==> src/rtl/clk_div_pkg.sv <==
// Shared types and defaults for the clk_div_sched divided-enable controller.
package clk_div_pkg;

  localparam int CNT_W_DEF       = 16;
  localparam int DEFAULT_DIV_DEF = 3;

  typedef enum logic [1:0] {
    STOP  = 2'd0,
    RUN   = 2'd1,
    DRAIN = 2'd2
  } state_e;

endpackage

==> src/rtl/clk_div_sched_if.sv <==
// Ratio configuration handshake between config logic (master) and clk_div_sched (slave).
interface clk_div_sched_if
  import clk_div_pkg::*;
#(
  parameter int CNT_W = CNT_W_DEF
);

  logic             CFG_VALID;
  logic [CNT_W-1:0] CFG_DIV;
  logic             CFG_READY;
  logic             CFG_ERR;

  modport master (
    output CFG_VALID,
    output CFG_DIV,
    input  CFG_READY,
    input  CFG_ERR
  );

  modport slave (
    input  CFG_VALID,
    input  CFG_DIV,
    output CFG_READY,
    output CFG_ERR
  );

endinterface

==> src/rtl/div_phase_cnt.sv <==
// Phase counter for one divide-by-N period: counts 0..ratio-1 and flags the wrap cycle.
module div_phase_cnt #(
  parameter int CNT_W = 16
) (
  input  logic             CLK_IN,
  input  logic             RST,
  input  logic             en,
  input  logic             load_zero,
  input  logic [CNT_W-1:0] ratio,
  output logic [CNT_W-1:0] phase,
  output logic             wrap
);

  logic [CNT_W-1:0] phase_q;

  // ratio is never zero, so ratio-1 cannot underflow.
  assign wrap  = en && (phase_q == (ratio - CNT_W'(1)));
  assign phase = phase_q;

  // NOTE: sequential state uses non-blocking assignments so every register samples pre-edge values.
  always_ff @(posedge CLK_IN) begin
    if (RST || load_zero) begin
      phase_q <= '0;
    end else if (en) begin
      phase_q <= wrap ? '0 : phase_q + CNT_W'(1);
    end
  end

endmodule

==> src/rtl/clk_div_sched.sv <==
// Programmable divide-by-N tick / clock-enable generator with boundary-aligned ratio changes.
// Optional period counter (PERIOD_CNT / PERIOD_CLR) enabled by defining CLK_DIV_SCHED_PERIOD_CNT_EN.
module clk_div_sched
  import clk_div_pkg::*;
#(
  parameter int CNT_W       = CNT_W_DEF,
  parameter int DEFAULT_DIV = DEFAULT_DIV_DEF
) (
  input  logic             CLK_IN,
  input  logic             RST,
  input  logic             EN,
  clk_div_sched_if.slave   cfg,
  output logic             TICK,
  output logic             CLK_EN_OUT,
  output logic [CNT_W-1:0] PHASE_CNT,
  output logic [CNT_W-1:0] CUR_DIV,
  output logic             BUSY
`ifdef CLK_DIV_SCHED_PERIOD_CNT_EN
  ,
  input  logic             PERIOD_CLR,
  output logic [31:0]      PERIOD_CNT
`endif
);

  state_e           state_q, state_d;
  logic [CNT_W-1:0] cur_div_q, pend_div_q, phase;
  logic [CNT_W:0]   half_div;
  logic             pend_q, err_q, wrap, busy, xfer, accept;

  assign busy   = (state_q != STOP);
  assign xfer   = cfg.CFG_VALID && !pend_q;
  assign accept = xfer && (cfg.CFG_DIV != '0);

  div_phase_cnt #(.CNT_W(CNT_W)) u_phase (
    .CLK_IN    (CLK_IN),
    .RST       (RST),
    .en        (busy),
    .load_zero (!busy),
    .ratio     (cur_div_q),
    .phase     (phase),
    .wrap      (wrap)
  );

  always_ff @(posedge CLK_IN) begin
    if (RST) state_q <= STOP;
    else     state_q <= state_d;
  end

  // NOTE: state_d is defaulted before the case so no path leaves it unassigned (no latch).
  always_comb begin
    state_d = state_q;
    case (state_q)
      STOP:    if (EN) state_d = RUN;
      RUN:     if (!EN) state_d = DRAIN;
      DRAIN:   if (EN) state_d = RUN;
               else if (wrap) state_d = STOP;
      default: state_d = STOP;
    endcase
  end

  // Idle: apply immediately. Running: apply at a wrap, else park in the pending register.
  always_ff @(posedge CLK_IN) begin
    if (RST) begin
      cur_div_q  <= CNT_W'(DEFAULT_DIV);
      pend_div_q <= '0;
      pend_q     <= 1'b0;
      err_q      <= 1'b0;
    end else begin
      err_q <= xfer && (cfg.CFG_DIV == '0);
      if (!busy) begin
        if (accept) cur_div_q <= cfg.CFG_DIV;
      end else if (wrap) begin
        pend_q <= 1'b0;
        if (accept)      cur_div_q <= cfg.CFG_DIV;
        else if (pend_q) cur_div_q <= pend_div_q;
      end else if (accept) begin
        pend_q     <= 1'b1;
        pend_div_q <= cfg.CFG_DIV;
      end
    end
  end

  // One extra bit keeps (N+1)>>1 exact for N = all-ones.
  assign half_div = ({1'b0, cur_div_q} + (CNT_W + 1)'(1)) >> 1;

  assign TICK          = busy && (phase == '0);
  assign CLK_EN_OUT    = busy && ({1'b0, phase} < half_div);
  assign PHASE_CNT     = phase;
  assign CUR_DIV       = cur_div_q;
  assign BUSY          = busy;
  assign cfg.CFG_READY = !pend_q;
  assign cfg.CFG_ERR   = err_q;

`ifdef CLK_DIV_SCHED_PERIOD_CNT_EN
  logic [31:0] period_cnt_q, period_base;

  // Clear first, then count, so a clear that coincides with a TICK yields 1.
  assign period_base = (PERIOD_CLR || (state_q == STOP && state_d == RUN)) ? '0 : period_cnt_q;

  always_ff @(posedge CLK_IN) begin
    if (RST)                                 period_cnt_q <= '0;
    else if (TICK && (period_base != '1))    period_cnt_q <= period_base + 32'd1;
    else                                     period_cnt_q <= period_base;
  end

  assign PERIOD_CNT = period_cnt_q;
`endif

endmodule

==> src/flat_wrapper.sv <==
// flat-port wrapper written by rule: the top's interface ports become plain ports
module clk_div_sched_flat import clk_div_pkg::*;
#(
  parameter int CNT_W       = CNT_W_DEF,
  parameter int DEFAULT_DIV = DEFAULT_DIV_DEF
)
  (CLK_IN, RST, EN, TICK, CLK_EN_OUT, PHASE_CNT, CUR_DIV, BUSY, cfg_CFG_VALID, cfg_CFG_DIV, cfg_CFG_READY, cfg_CFG_ERR);
  clk_div_sched_if #(.CNT_W(CNT_W)) cfg_i ();
  input  logic CLK_IN;
  input  logic RST;
  input  logic EN;
  output logic TICK;
  output logic CLK_EN_OUT;
  output logic [CNT_W-1:0] PHASE_CNT;
  output logic [CNT_W-1:0] CUR_DIV;
  output logic BUSY;
  input wire logic [$bits(cfg_i.CFG_VALID)-1:0] cfg_CFG_VALID;
  input wire logic [$bits(cfg_i.CFG_DIV)-1:0] cfg_CFG_DIV;
  output wire logic [$bits(cfg_i.CFG_READY)-1:0] cfg_CFG_READY;
  output wire logic [$bits(cfg_i.CFG_ERR)-1:0] cfg_CFG_ERR;
  assign cfg_i.CFG_VALID = cfg_CFG_VALID;
  assign cfg_i.CFG_DIV = cfg_CFG_DIV;
  assign cfg_CFG_READY = cfg_i.CFG_READY;
  assign cfg_CFG_ERR = cfg_i.CFG_ERR;
  clk_div_sched #(.CNT_W(CNT_W), .DEFAULT_DIV(DEFAULT_DIV)) u_core (.CLK_IN(CLK_IN), .RST(RST), .EN(EN), .cfg(cfg_i), .TICK(TICK), .CLK_EN_OUT(CLK_EN_OUT), .PHASE_CNT(PHASE_CNT), .CUR_DIV(CUR_DIV), .BUSY(BUSY));
endmodule
==> config.mk <==
export PLATFORM = sky130hd
export DESIGN_NAME = clk_div_sched_flat
export DESIGN_NICKNAME = d
export VERILOG_FILES = /design/src/rtl/clk_div_pkg.sv /design/src/rtl/clk_div_sched_if.sv /design/src/rtl/div_phase_cnt.sv /design/src/rtl/clk_div_sched.sv /design/src/flat_wrapper.sv
export SDC_FILE = /design/constraint.sdc
export NUM_CORES = 1
export LEC_CHECK = 0
export ABC_AREA = 1
export CAP_MARGIN = 5
export CELL_PAD_IN_SITES_DETAIL_PLACEMENT = 0
export CELL_PAD_IN_SITES_GLOBAL_PLACEMENT = 1
export CORE_MARGIN = 2
export CORE_UTILIZATION = 35
export CTS_BUF_LIST = sky130_fd_sc_hd__clkbuf_16
export DETAILED_ROUTE_END_ITERATION = 6
export PLACE_DENSITY_LB_ADDON = 0.1
export SLEW_MARGIN = 30
export SYNTH_ARGS = -nofsm -noshare
export SYNTH_HDL_FRONTEND = slang
export SYNTH_SLANG_ARGS = --single-unit
==> constraint.sdc <==
create_clock -name CLK_IN -period 3.5 [get_ports CLK_IN]
set_clock_uncertainty 0.2 [all_clocks]
set_input_delay 1.05 -clock CLK_IN [delete_from_list [all_inputs] [get_ports CLK_IN]]
set_output_delay 1.05 -clock CLK_IN [all_outputs]
set_load 0.05 [all_outputs]
### Word level (Yosys, flattened, before mapping)

Index checks and enable logic that the tools add are counted.

* output and inout port bits: 37
* bits of input ports: 20
* bits in latches: 0
* bits in writable memories: 0
* bits in registers: 52
* memories kept: 0
* bits in read-only memories: 0

* mux-type cells: 13
* reduce and logical (&&, ||, !) cells: 21
* add/subtract/negate cells: 3
* eq/ne operators: 7
* divide/modulo/power cells: 0
* bitwise operators: 1
* shift operators: 0
* $mul: 0
* $lt $le $gt $ge: 1

Operator list (count)
* $mux W16: 6
* $logic_not A16 Y1: 2
* $add A16 B1 Y17 const B: 1
* $add A16 B1 Y16 const B: 1
* $eq A16 B16 Y1: 1
* $lt A16 B16 Y1: 1
* $reduce_bool A16 Y1: 1
* $sub A16 B1 Y16 const B: 1
* $reduce_and A3 Y1: 3
* $mux W2: 4
* $reduce_bool A2 Y1: 4
* $logic_and A1 B1 Y1: 6
* $ne A2 B2 Y1 const B: 3
* $pmux W2 S3: 1
* $ne A3 B3 Y1 const B: 1
* $eq A2 B1 Y1 const B: 1
* $eq A2 B2 Y1 const B: 1
* $logic_not A1 Y1: 2
* $logic_not A2 Y1: 1
* $mux W1: 2
* $reduce_and A2 Y1: 1
* $logic_or A1 B1 Y1: 1
* $not A1 Y1: 1

### Logic depth before layout (Yosys ltp)

Gate-level depths: netlist of run 1.

* depth after elaboration: 6
* depth in mapped cells: 17

### Hierarchy

From an unflattened synthesis of run 1, not the netlist that was laid out.

* cells, all modules: 637
* area total of the unflattened synthesis: 3943.8 sq um

By module, submodules not included
* clk_div_sched: times used 1, area an instance 2391.0 sq um, cells an instance 373, sequential area each 720.7 sq um
* div_phase_cnt: times used 1, area an instance 1552.7 sq um, cells an instance 264, sequential area each 320.3 sq um

### Worst setup path before layout of run 1

Ideal clock, no wire load.

* kind: register to output
* start: register u_core.cur_div_q[0], in the netlist u_core.CUR_DIV[0]
* end: output port CLK_EN_OUT
* slack: -1.058 ns
* data arrival time: 3.308 ns
* cell stages (with the launch flop): 18
* cells stage by stage: dfxtp_1 -> ha_1 -> nand3_1 -> nor2_1 -> nand2_1 -> nor2_1 -> inv_1 -> nor2_1 -> nand3_1 -> nor3_1 -> nand2_1 -> xor2_1 -> ha_1 -> a21oi_1 -> o21ai_0 -> a21oi_1 -> nand2_1 -> nor2_1

* cells in the longest elaborated chain, start to end: 3

Ends and longest elaborated chain
* start, declared: RTL line clk_div_sched.sv:26 `logic [CNT_W-1:0] cur_div_q, pend_div_q, phase;`
* start signal, assigned: RTL line clk_div_sched.sv:64 `cur_div_q <= CNT_W'(DEFAULT_DIV);`
* start signal, assigned: RTL line clk_div_sched.sv:71 `if (accept) cur_div_q <= cfg.CFG_DIV;`
* start signal, assigned: RTL line clk_div_sched.sv:74 `if (accept) cur_div_q <= cfg.CFG_DIV;`
* $add A16 B1 Y17: RTL line clk_div_sched.sv:84 `assign half_div = ({1'b0, cur_div_q} + (CNT_W + 1)'(1)) >> 1;`
* $lt A16 B16 Y1: RTL line clk_div_sched.sv:87 `assign CLK_EN_OUT = busy && ({1'b0, phase} < half_div);`
* $logic_and A1 B1 Y1: RTL line clk_div_sched.sv:87
* end, declared: RTL line flat_wrapper.sv:13 `output logic CLK_EN_OUT;`

Every way passes these cells.

### Worst setup path after layout of run 1

* start: register u_core.cur_div_q[1], in the netlist u_core.CUR_DIV[1]
* end: output port CLK_EN_OUT

The elaborated chain is that of the path after synthesis.

==> metrics.json, run 1 <==
{
  "result_of_the_run": "finished with violations",
  "failed_checks": "negative setup slack",
  "avgRoutedWirePerCell_um": 13.5,
  "critPathArrivalTime_ns": 3.00,
  "grt_overflow_total": 0,
  "p_int_mw": 1.16,
  "worstSetupPathType": "reg2out",
  "timing.final.ws_setup_ns": -0.745,
  "maxSlewHeadroom_pct": 64.4,
  "maxSlewViolCount": 0,
  "worstSetupStartpointType": "register",
  "largest_net_degree_at_the_start_of_global_routing": 33,
  "syn_nets": 707,
  "final-setup-viol-count": 1,
  "grt_pass1_vias": 4092,
  "layout_common_cells": "sky130_fd_sc_hd__nand2_1 (163), sky130_fd_sc_hd__inv_1 (92), sky130_fd_sc_hd__nand3_1 (84)",
  "cts.hold.buffers_added": 0,
  "layout.cells.most_common": "sky130_fd_sc_hd__nand2_1",
  "cts_buffer_depth": 2,
  "nets": 789,
  "gp_routability_congestion": 0.840,
  "grt_antenna_before_repair": 0,
  "top_cell_type_s_share_of_synthesized_area_pct": 25.5,
  "core_area_sq_mm": 0.0114,
  "synth_sequential_area_ratio_pct": 25.5,
  "timing.hold.worst.class": "reg2reg",
  "place.detailed.hpwl_um": 9350,
  "clock_latency_on_the_worst_skew_pair_ns": 0.31,
  "max_freq_mhz": 236,
  "drc_errors": 0,
  "setup.worst_path.end_class": "primary output",
  "syn_avg_cell_area_sq_um": 6.12,
  "comb_power_share_pct": 35.8,
  "clock-root-buffer": "sky130_fd_sc_hd__clkbuf_16",
  "synthToLayoutAreaGrowth_pct": 31.6,
  "synth_cell_types": 32,
  "netSwitchingFraction_pct": 37.4,
  "p_leak_nw": 2.58,
  "htreeDepth": 2,
  "synthesis.instances": 668,
  "viasPerCell": 4.83,
  "gr-usage-all-layers_pct": 19.8,
  "input_output_buffers": 56,
  "initialDrtViolationCount": 168,
  "pwr_density_cell_mw_per_mm2": 344,
  "seqPwrFrac_pct": 35.9,
  "postRouteAntennaNets": 0,
  "synth.ff_latch_count": 52,
  "tritoncts": "yes",
  "worstMarginPinSlew_ns": 0.533,
  "post_route_cells_drive_above_1_share_pct": 15.0,
  "ys_warn_count": 0,
  "wirelength_um": 12100,
  "vdd.ir_drop.worst_uv": 254,
  "power.net_switching_uw": 692,
  "floorplan.rows": 39,
  "final_period_minus_worst_setup_slack_ns": 4.25,
  "final.period_utilization_pct": 121,
  "power.clock.fraction_pct": 28.3,
  "die_outline_area_sq_mm": 0.0126,
  "p_total_mw": 1.85,
  "syn-cell-area_sq_mm": 0.00409,
  "first_pass_iters": 4,
  "cp.required_ns": 2.25,
  "yosysTopAreaCell": "sky130_fd_sc_hd__dfxtp_1",
  "synth_area_leaders": "sky130_fd_sc_hd__dfxtp_1 (25%), sky130_fd_sc_hd__nand2_1 (15%), sky130_fd_sc_hd__nand3_1 (11%), sky130_fd_sc_hd__inv_1 (8.5%), sky130_fd_sc_hd__nor2_1 (7.2%)",
  "rsz0062_at_grt": "yes",
  "regArea_sq_mm": 0.00106,
  "hold_vio_cnt_final": 0,
  "diode_insertion_count_for_antenna_repair": 0,
  "tritoncts.num_buffers": 5,
  "die_width_um": 112,
  "floorplan.initialDensity_pct": 35.8,
  "fill_cells": 1192,
  "max-cap-violations": 0,
  "die_h_um": 112,
  "worst-r2r-setup-slack_ns": 0.56,
  "io_pins": 57,
  "critical_path_peak_fanout": 2,
  "multiInputGateArea_sq_mm": 0.00261,
  "clkSlewWorstSetupHoldPaths_ns": 0.07,
  "detailed_route_via_count": 4317,
  "whs_ns": 0.286,
  "grt_first_pass_wirelength_um": 20100,
  "cts_sinks": 52
}
-- final cells by class --
| type | count | area share (%) |
|---|---|---|
| Clock buffer | 5 | 2.33 |
| Tap cell | 143 | 3.33 |
| Multi-Input combinational cell | 487 | 48.6 |
| Sequential cell | 52 | 19.8 |
| Timing Repair Buffer | 107 | 18.8 |
| Clock inverter | 3 | 0.372 |
| Inverter | 97 | 6.82 |
-- cells by family (layout without fill, tap and decap cells) --
group / after synthesis / count (layout) / share of synthesized area [%]
buffers and inverters: 129 / 212 / 13.5
DFF: 52 / 52 / 25.5
AOI/OAI and AO/OA: 60 / 60 / 7.59
and+or+nand+nor: 382 / 382 / 42.1
adders and majority gates: 19 / 19 / 5.82
xor gates and xnor gates: 26 / 26 / 5.57
-- Yosys cell counts --
cell type / n
sky130_fd_sc_hd__o211ai_1: 2
sky130_fd_sc_hd__clkbuf_2: 1
sky130_fd_sc_hd__nand3_1: 88
sky130_fd_sc_hd__nand2_2: 4
sky130_fd_sc_hd__inv_1: 92
sky130_fd_sc_hd__xor2_1: 14
sky130_fd_sc_hd__nor3_1: 6
sky130_fd_sc_hd__or2_1: 1
sky130_fd_sc_hd__a21boi_0: 1
sky130_fd_sc_hd__nor3b_1: 4
sky130_fd_sc_hd__buf_6: 5
sky130_fd_sc_hd__ha_1: 19
sky130_fd_sc_hd__o21ai_0: 12
sky130_fd_sc_hd__a21oi_1: 42
sky130_fd_sc_hd__nor3_2: 2
sky130_fd_sc_hd__xnor2_1: 12
sky130_fd_sc_hd__nand4_1: 12
sky130_fd_sc_hd__o31ai_1: 1
sky130_fd_sc_hd__nand3b_4: 1
sky130_fd_sc_hd__dfxtp_1: 52
sky130_fd_sc_hd__nor2_2: 7
sky130_fd_sc_hd__clkbuf_1: 12
sky130_fd_sc_hd__clkinv_1: 1
sky130_fd_sc_hd__buf_2: 10
sky130_fd_sc_hd__nor2_4: 5
sky130_fd_sc_hd__buf_4: 4
sky130_fd_sc_hd__o21ai_1: 2
sky130_fd_sc_hd__nand3b_1: 5
sky130_fd_sc_hd__nand2_1: 166
sky130_fd_sc_hd__inv_2: 4
sky130_fd_sc_hd__nor2_1: 78
sky130_fd_sc_hd__nor4_1: 3
-- state kept, by name (all words and copies together), names as in the netlist --
signal / cells
u_core.pend_div_q: 16
u_core.cfg.CFG_ERR: 1
u_core.u_phase.phase: 16
u_core.CUR_DIV: 16
u_core.pend_q: 1
u_core.state_q: 2
-- critical path, stage by stage, from the launching register on --
cell	delay, ns
sky130_fd_sc_hd__dfxtp_4	0.37
sky130_fd_sc_hd__buf_6	0.10
sky130_fd_sc_hd__inv_4	0.03
sky130_fd_sc_hd__nor3_4	0.20
sky130_fd_sc_hd__nand2_2	0.11
sky130_fd_sc_hd__nor3_4	0.18
sky130_fd_sc_hd__nand2_1	0.09
sky130_fd_sc_hd__nor2_2	0.15
sky130_fd_sc_hd__nand3_2	0.12
sky130_fd_sc_hd__nor2_4	0.14
sky130_fd_sc_hd__nand3_2	0.07
sky130_fd_sc_hd__xor2_1	0.16
sky130_fd_sc_hd__ha_1	0.31
sky130_fd_sc_hd__nand2_2	0.11
sky130_fd_sc_hd__o21ai_2	0.07
sky130_fd_sc_hd__a21oi_2	0.11
sky130_fd_sc_hd__nand2_2	0.10
sky130_fd_sc_hd__nor2_4	0.14
sky130_fd_sc_hd__buf_12	0.14
-- per-stage QoR --
step | std cells | TNS [ns] | util (%) | cell area [sq um] | worst slack [ns]
after floorplan | 668 | -0.361 | - | 4130 | -0.361
after global placement | 881 | -0.391 | 44.6 | 5090 | -0.391
after detailed placement | 881 | -0.425 | 44.6 | 5090 | -0.425
after CTS | 892 | -0.715 | 46.3 | 5290 | -0.715
after global routing | 894 | -0.933 | 47.1 | 5380 | -0.933
final | 894 | -0.745 | 47.1 | 5380 | -0.745
-- power groups by stage --
stage / Sequential (mW) / Combinational, mW / Clock (mW)
after floorplan: 0.737 / 0.369 / 0
after detailed placement: 0.676 / 0.644 / 0
final: 0.664 / 0.661 / 0.524
after CTS: 0.663 / 0.652 / 0.536
after global placement: 0.674 / 0.637 / 0
after global routing: 0.670 / 0.737 / 0.563
-- layer usage --
metal	track usage [%]	share of wire, %	vias up
met5	0	0	-
met4	6.91	2.5	0
met3	3.08	2.7	20
met2	34.8	49	64
met1	24.6	46	1951
li1	-	-	2282
-- worst paths after layout --
kind / start / endpoint / depth (start not counted)
hold reg to reg: u_core.pend_div_q[6] / u_core.pend_div_q[6] / 2
setup / recovery: u_core.CUR_DIV[1] / CLK_EN_OUT / 18
hold / removal: u_core.pend_div_q[6] / u_core.pend_div_q[6] / 2
setup reg to reg: u_core.CUR_DIV[1] / u_core.pend_div_q[3] / 15
-- repair_timing --
action	4_1_cts	5_1_grt
gates cloned	0	0
buffers inserted	3	2
setup endpoints to repair	1	1
pin swaps	7	14
resized for setup	7	18
Note: power is estimated with default switching activity, not from simulation.
==> run 2: changes to the inputs <==
--- a/config.mk
+++ b/config.mk
@@ -10,7 +10,7 @@
 export CELL_PAD_IN_SITES_DETAIL_PLACEMENT = 0
 export CELL_PAD_IN_SITES_GLOBAL_PLACEMENT = 1
 export CORE_MARGIN = 2
-export CORE_UTILIZATION = 35
+export CORE_UTILIZATION = 39
 export CTS_BUF_LIST = sky130_fd_sc_hd__clkbuf_16
 export DETAILED_ROUTE_END_ITERATION = 6
 export PLACE_DENSITY_LB_ADDON = 0.1
==> constraint.sdc (replaced) <==
create_clock -name CLK_IN -period 4.8 [get_ports CLK_IN]
set_clock_uncertainty 0.2 [all_clocks]
set_input_delay 1.44 -clock CLK_IN [delete_from_list [all_inputs] [get_ports CLK_IN]]
set_output_delay 1.44 -clock CLK_IN [all_outputs]
set_load 0.05 [all_outputs]
==> metrics.json, run 2 (same netlist as run 1, synthesis figures left out) <==
{
  "maxSlewHeadroom_pct": 53.5,
  "vdd.ir_drop.worst_uv": 149,
  "grt_overflow_total": 0,
  "clock_latency_on_the_worst_skew_pair_ns": 0.30,
  "largest_net_degree_at_the_start_of_global_routing": 42,
  "final_period_minus_worst_setup_slack_ns": 4.71,
  "worst-r2r-setup-slack_ns": 1.82,
  "gr-usage-all-layers_pct": 20.7,
  "hold_vio_cnt_final": 0,
  "critical_path_peak_fanout": 4,
  "initialDrtViolationCount": 159,
  "die_width_um": 106,
  "layout_common_cells": "sky130_fd_sc_hd__nand2_1 (162), sky130_fd_sc_hd__inv_1 (90), sky130_fd_sc_hd__nand3_1 (85)",
  "cp.required_ns": 3.16,
  "cts.hold.buffers_added": 0,
  "io_pins": 57,
  "tritoncts.num_buffers": 5,
  "layout.cells.most_common": "sky130_fd_sc_hd__nand2_1",
  "die_h_um": 106,
  "first_pass_iters": 4,
  "worstMarginPinSlew_ns": 0.694,
  "detailed_route_via_count": 4188,
  "setup.worst_path.end_class": "primary output",
  "place.detailed.hpwl_um": 8480,
  "result_of_the_run": "completed",
  "final.period_utilization_pct": 98.2,
  "cts_sinks": 52,
  "grt_first_pass_wirelength_um": 18600,
  "grt_pass1_vias": 3807,
  "avgRoutedWirePerCell_um": 13.9,
  "clock-root-buffer": "sky130_fd_sc_hd__clkbuf_16",
  "max_freq_mhz": 212,
  "floorplan.rows": 37,
  "viasPerCell": 4.89,
  "timing.hold.worst.class": "reg2reg",
  "pre_cts_slack_ns": 0.187,
  "grt_antenna_before_repair": 0,
  "tritoncts": "yes",
  "drc_errors": 0,
  "critPathArrivalTime_ns": 3.07,
  "max-cap-violations": 0,
  "p_total_mw": 1.40,
  "final_area_sq_mm": 0.00512,
  "clkSlewWorstSetupHoldPaths_ns": 0.07,
  "maxSlewViolCount": 0,
  "synthToLayoutAreaGrowth_pct": 25.3,
  "p_leak_nw": 2.43,
  "worstSetupPathType": "reg2out",
  "pwr_density_cell_mw_per_mm2": 274,
  "die_outline_area_sq_mm": 0.0113,
  "input_output_buffers": 56,
  "floorplan.initialDensity_pct": 39.9,
  "timing.final.ws_setup_ns": 0.0882,
  "fin_cells": 856,
  "fill_cells": 1089,
  "nets": 759,
  "post-route-util_pct": 50.1,
  "whs_ns": 0.282,
  "worstSetupStartpointType": "register",
  "cts_buffer_depth": 2,
  "post_route_cells_drive_above_1_share_pct": 10.8,
  "postRouteAntennaNets": 0,
  "gp_routability_congestion": 0.852,
  "diode_insertion_count_for_antenna_repair": 0,
  "wirelength_um": 11900,
  "dpl.cell_count": 838,
  "timing.setup.tns_ns": 0,
  "core_area_sq_mm": 0.0102,
  "placed_cell_area_sq_mm": 0.00472,
  "htreeDepth": 2,
  "final-setup-viol-count": 0
}
run 2: cell types whose count changed in the layout (fill, tap and decap cells not counted), sizes merged:
cell and change:
clkdlybuf4s50 +1, clkinvlp -1, bufinv +2, buf -31, inv -1, clkinv -1
run 2: cell type report:
class / instances / area (sq um) / share of cell area [%]
clock buffers: 5 / 125 / 2.44
clock inverters: 2 / 60.1 / 1.17
inverters: 97 / 369 / 7.21
multi-input cells: 487 / 2620 / 51.1
flip-flops and latches: 52 / 1050 / 20.5
well taps: 136 / 170 / 3.32
repair buffers: 77 / 728 / 14.2
run 2: metal layers:
| metal | vias to the layer above | global-route usage [%] | share of wire, % |
|---|---|---|---|
| li1 | 2207 | - | - |
| met1 | 1906 | 25.9 | 46 |
| met5 | - | 0 | 0 |
| met3 | 10 | 3.19 | 3.0 |
| met4 | 0 | 6.11 | 1.8 |
| met2 | 65 | 36.4 | 50 |
run 2: worst max-delay path: stages, from the launching register on:
cell	delay (ns)
sky130_fd_sc_hd__dfxtp_4	0.40
sky130_fd_sc_hd__ha_4	0.16
sky130_fd_sc_hd__nand3_4	0.10
sky130_fd_sc_hd__nor2_4	0.12
sky130_fd_sc_hd__nand2_2	0.07
sky130_fd_sc_hd__nor2_2	0.14
sky130_fd_sc_hd__inv_2	0.06
sky130_fd_sc_hd__nor2_4	0.13
sky130_fd_sc_hd__nand3_4	0.09
sky130_fd_sc_hd__nor3_4	0.15
sky130_fd_sc_hd__nand2_1	0.09
sky130_fd_sc_hd__xor2_1	0.17
sky130_fd_sc_hd__ha_1	0.34
sky130_fd_sc_hd__a21oi_2	0.16
sky130_fd_sc_hd__o21ai_2	0.09
sky130_fd_sc_hd__a21oi_2	0.11
sky130_fd_sc_hd__nand2_1	0.11
sky130_fd_sc_hd__nor2_2	0.15
sky130_fd_sc_hd__buf_12	0.15
run 2: worst paths after layout:
kind	from	to	cells after the start
max	u_core.CUR_DIV[1]	CLK_EN_OUT	18
min	u_core.pend_div_q[6]	u_core.pend_div_q[6]	2
max reg2reg	u_core.CUR_DIV[0]	u_core.u_phase.phase[4]	15
min reg2reg	u_core.pend_div_q[6]	u_core.pend_div_q[6]	2
run 2: repair_timing:
| item | in CTS | in global routing |
|---|---|---|
| gates resized for setup | 8 | 28 |
| buffers inserted | 0 | 11 |
| pin swaps | 3 | 17 |
| setup endpoints to repair | 1 | 1 |
run 2: power breakdown:
group          leakage [nW]  internal [mW]  switching (mW)
logic                  1.92          0.160           0.275
registers             0.426          0.457          0.0387
clock network        0.0899          0.297           0.177
total                  2.43          0.914           0.491
==> run 3: changes to the inputs <==
--- a/config.mk
+++ b/config.mk
@@ -13,7 +13,7 @@
 export CORE_UTILIZATION = 39
 export CTS_BUF_LIST = sky130_fd_sc_hd__clkbuf_16
 export DETAILED_ROUTE_END_ITERATION = 6
-export PLACE_DENSITY_LB_ADDON = 0.1
+export PLACE_DENSITY = 0.85
 export SLEW_MARGIN = 30
 export SYNTH_ARGS = -nofsm -noshare
 export SYNTH_HDL_FRONTEND = slang
==> metrics.json, run 3 (same netlist as run 1, synthesis figures left out) <==
{
  "timing.hold.worst.class": "reg2reg",
  "final_period_minus_worst_setup_slack_ns": 4.73,
  "tritoncts": "yes",
  "setup.worst_path.end_class": "primary output",
  "worst_r2r_path_depth": 14,
  "vdd.ir_drop.worst_uv": 139,
  "critical_path_peak_fanout": 5,
  "die_h_um": 106,
  "detailed_route_via_count": 4188,
  "final.period_utilization_pct": 98.5,
  "p_total_mw": 1.28,
  "viasPerCell": 4.92,
  "p_leak_nw": 2.36,
  "cell_by_cell_listing_of_the_critical_path": "ha_4 -> nand3_4 -> nor2_4 -> nand2_2 -> nor2_2 -> inv_2 -> nor2_4 -> nand3_2 -> nor3_2 -> nand2_1 -> xor2_1 -> ha_1 -> a21oi_1 -> o21ai_1 -> a21oi_1 -> nand2_1 -> nor2_2 -> buf_12",
  "nets": 753,
  "whs_ns": 0.285,
  "layout.cells.most_common": "sky130_fd_sc_hd__nand2_1",
  "clock-root-buffer": "sky130_fd_sc_hd__clkbuf_16",
  "drc_errors": 0,
  "io_pins": 57,
  "critPathArrivalTime_ns": 3.09,
  "die_outline_area_sq_mm": 0.0113,
  "gp_routability_congestion": 0.852,
  "clock_latency_on_the_worst_skew_pair_ns": 0.29,
  "rsz0062_at_grt": "yes",
  "cp.required_ns": 3.16,
  "grt_pass1_vias": 3886,
  "worstMarginPinSlew_ns": 0.734,
  "input_output_buffers": 56,
  "initialDrtViolationCount": 182,
  "avgRoutedWirePerCell_um": 13.3,
  "layout_common_cells": "sky130_fd_sc_hd__nand2_1 (164), sky130_fd_sc_hd__inv_1 (92), sky130_fd_sc_hd__nand3_1 (85)",
  "worst-r2r-setup-slack_ns": 1.91,
  "maxSlewViolCount": 0,
  "timing.critical_path.slowest_stage_cell": "sky130_fd_sc_hd__dfxtp_4",
  "grt_overflow_total": 0,
  "max_freq_mhz": 211,
  "gr-usage-all-layers_pct": 20.3,
  "worst_path_buf_inv": 2,
  "place.detailed.hpwl_um": 8300,
  "maxSlewHeadroom_pct": 50.9,
  "final_area_sq_mm": 0.00500,
  "worst_hold_path.num_cells": 2,
  "pwr_density_cell_mw_per_mm2": 257,
  "core_area_sq_mm": 0.0102,
  "grt_first_pass_wirelength_um": 18700,
  "htreeDepth": 2,
  "cts_buffer_depth": 2,
  "result_of_the_run": "completed",
  "synthToLayoutAreaGrowth_pct": 22.4,
  "cts_sinks": 52,
  "postRouteAntennaNets": 0,
  "first_pass_iters": 4,
  "largest_net_degree_at_the_start_of_global_routing": 42,
  "tritoncts.num_buffers": 5,
  "cts.hold.buffers_added": 0,
  "grt_antenna_before_repair": 0,
  "wirelength_um": 11300,
  "placed_cell_area_sq_mm": 0.00472,
  "diode_insertion_count_for_antenna_repair": 0,
  "worstSetupPathType": "reg2out",
  "crit_path_max_incr_delay_ns": 0.38,
  "floorplan.rows": 37,
  "final-setup-viol-count": 0,
  "max-cap-violations": 0,
  "worstSetupStartpointType": "register",
  "floorplan.initialDensity_pct": 39.9,
  "post_route_cells_drive_above_1_share_pct": 9.09,
  "worst_path_dominant_cell_family": "simple AND/OR/NAND/NOR gates",
  "hold_vio_cnt_final": 0,
  "die_width_um": 106,
  "cp_num_cells": 18,
  "clkSlewWorstSetupHoldPaths_ns": 0.07
}
## run 3: cell types whose count changed in the layout (fill, tap and decap cells not counted), sizes merged
cell,previous run,this run
buf,22,16
bufinv,2,0
clkinv,1,2
clkinvlp,0,1
inv,96,97
## run 3: power breakdown
| part | switching (mW) | internal [mW] |
|---|---|---|
| clock | 0.171 | 0.193 |
| sequential | 0.0374 | 0.457 |
| combinational | 0.269 | 0.156 |
## run 3: final cells by class
| cell class | count | area [sq um] |
|---|---|---|
| sequential | 52 | 1050 |
| clock inverter | 3 | 20.0 |
| clock buffer | 5 | 125 |
| tap | 136 | 170 |
| timing repair buffer | 71 | 683 |
| multi-input combinational | 487 | 2580 |
| fill | 1099 | 5230 |
| inverter | 97 | 364 |
## run 3: metal layers
layer	vias up	global-route usage, %	wire length (um)	part of all wire (%)
met5	-	0	0	0
met4	0	7.05	313	2.8
met3	21	2.88	402	3.6
met2	91	34.7	5560	49
met1	1876	26.1	5030	45
li1	2200	-	-	-
## run 3: final timing paths
path | startpoint | end
max | u_core.CUR_DIV[0] | CLK_EN_OUT
min | u_core.pend_div_q[3] | u_core.pend_div_q[3]
max reg2reg | u_core.CUR_DIV[1] | u_core.u_phase.phase[4]
min reg2reg | u_core.pend_div_q[3] | u_core.pend_div_q[3]
## run 3: stage by stage
step	util (%)	setup TNS [ns]	setup WS [ns]	cells
after floorplan	-	0	0.0705	668
after global placement	46.1	0	0.314	837
after detailed placement	46.2	0	0.230	837
after CTS	47.7	0	0.0205	845
after global routing	48.9	-0.164	-0.164	851
final	48.9	0	0.0716	851
## run 3: worst register-to-register path: stages (launching register included)
cell and delay [ns]:
sky130_fd_sc_hd__dfxtp_4 0.37, sky130_fd_sc_hd__inv_1 0.12, sky130_fd_sc_hd__ha_1 0.29, sky130_fd_sc_hd__nand2_2 0.16, sky130_fd_sc_hd__nor2_4 0.21, sky130_fd_sc_hd__nand2_1 0.07
sky130_fd_sc_hd__nand2_1 0.06, sky130_fd_sc_hd__nand2_1 0.06, sky130_fd_sc_hd__inv_2 0.05, sky130_fd_sc_hd__nand3_1 0.08, sky130_fd_sc_hd__nor2_2 0.14, sky130_fd_sc_hd__nand3b_4 0.42
sky130_fd_sc_hd__nand2_2 0.39, sky130_fd_sc_hd__or2_1 0.14, sky130_fd_sc_hd__inv_1 0.03
## run 3: repair_timing
item	CTS	global route
endpoints found under the setup margin	1	1
buffers inserted	0	6
cloned	0	0
gates resized for setup	4	20
pin swaps	0	11
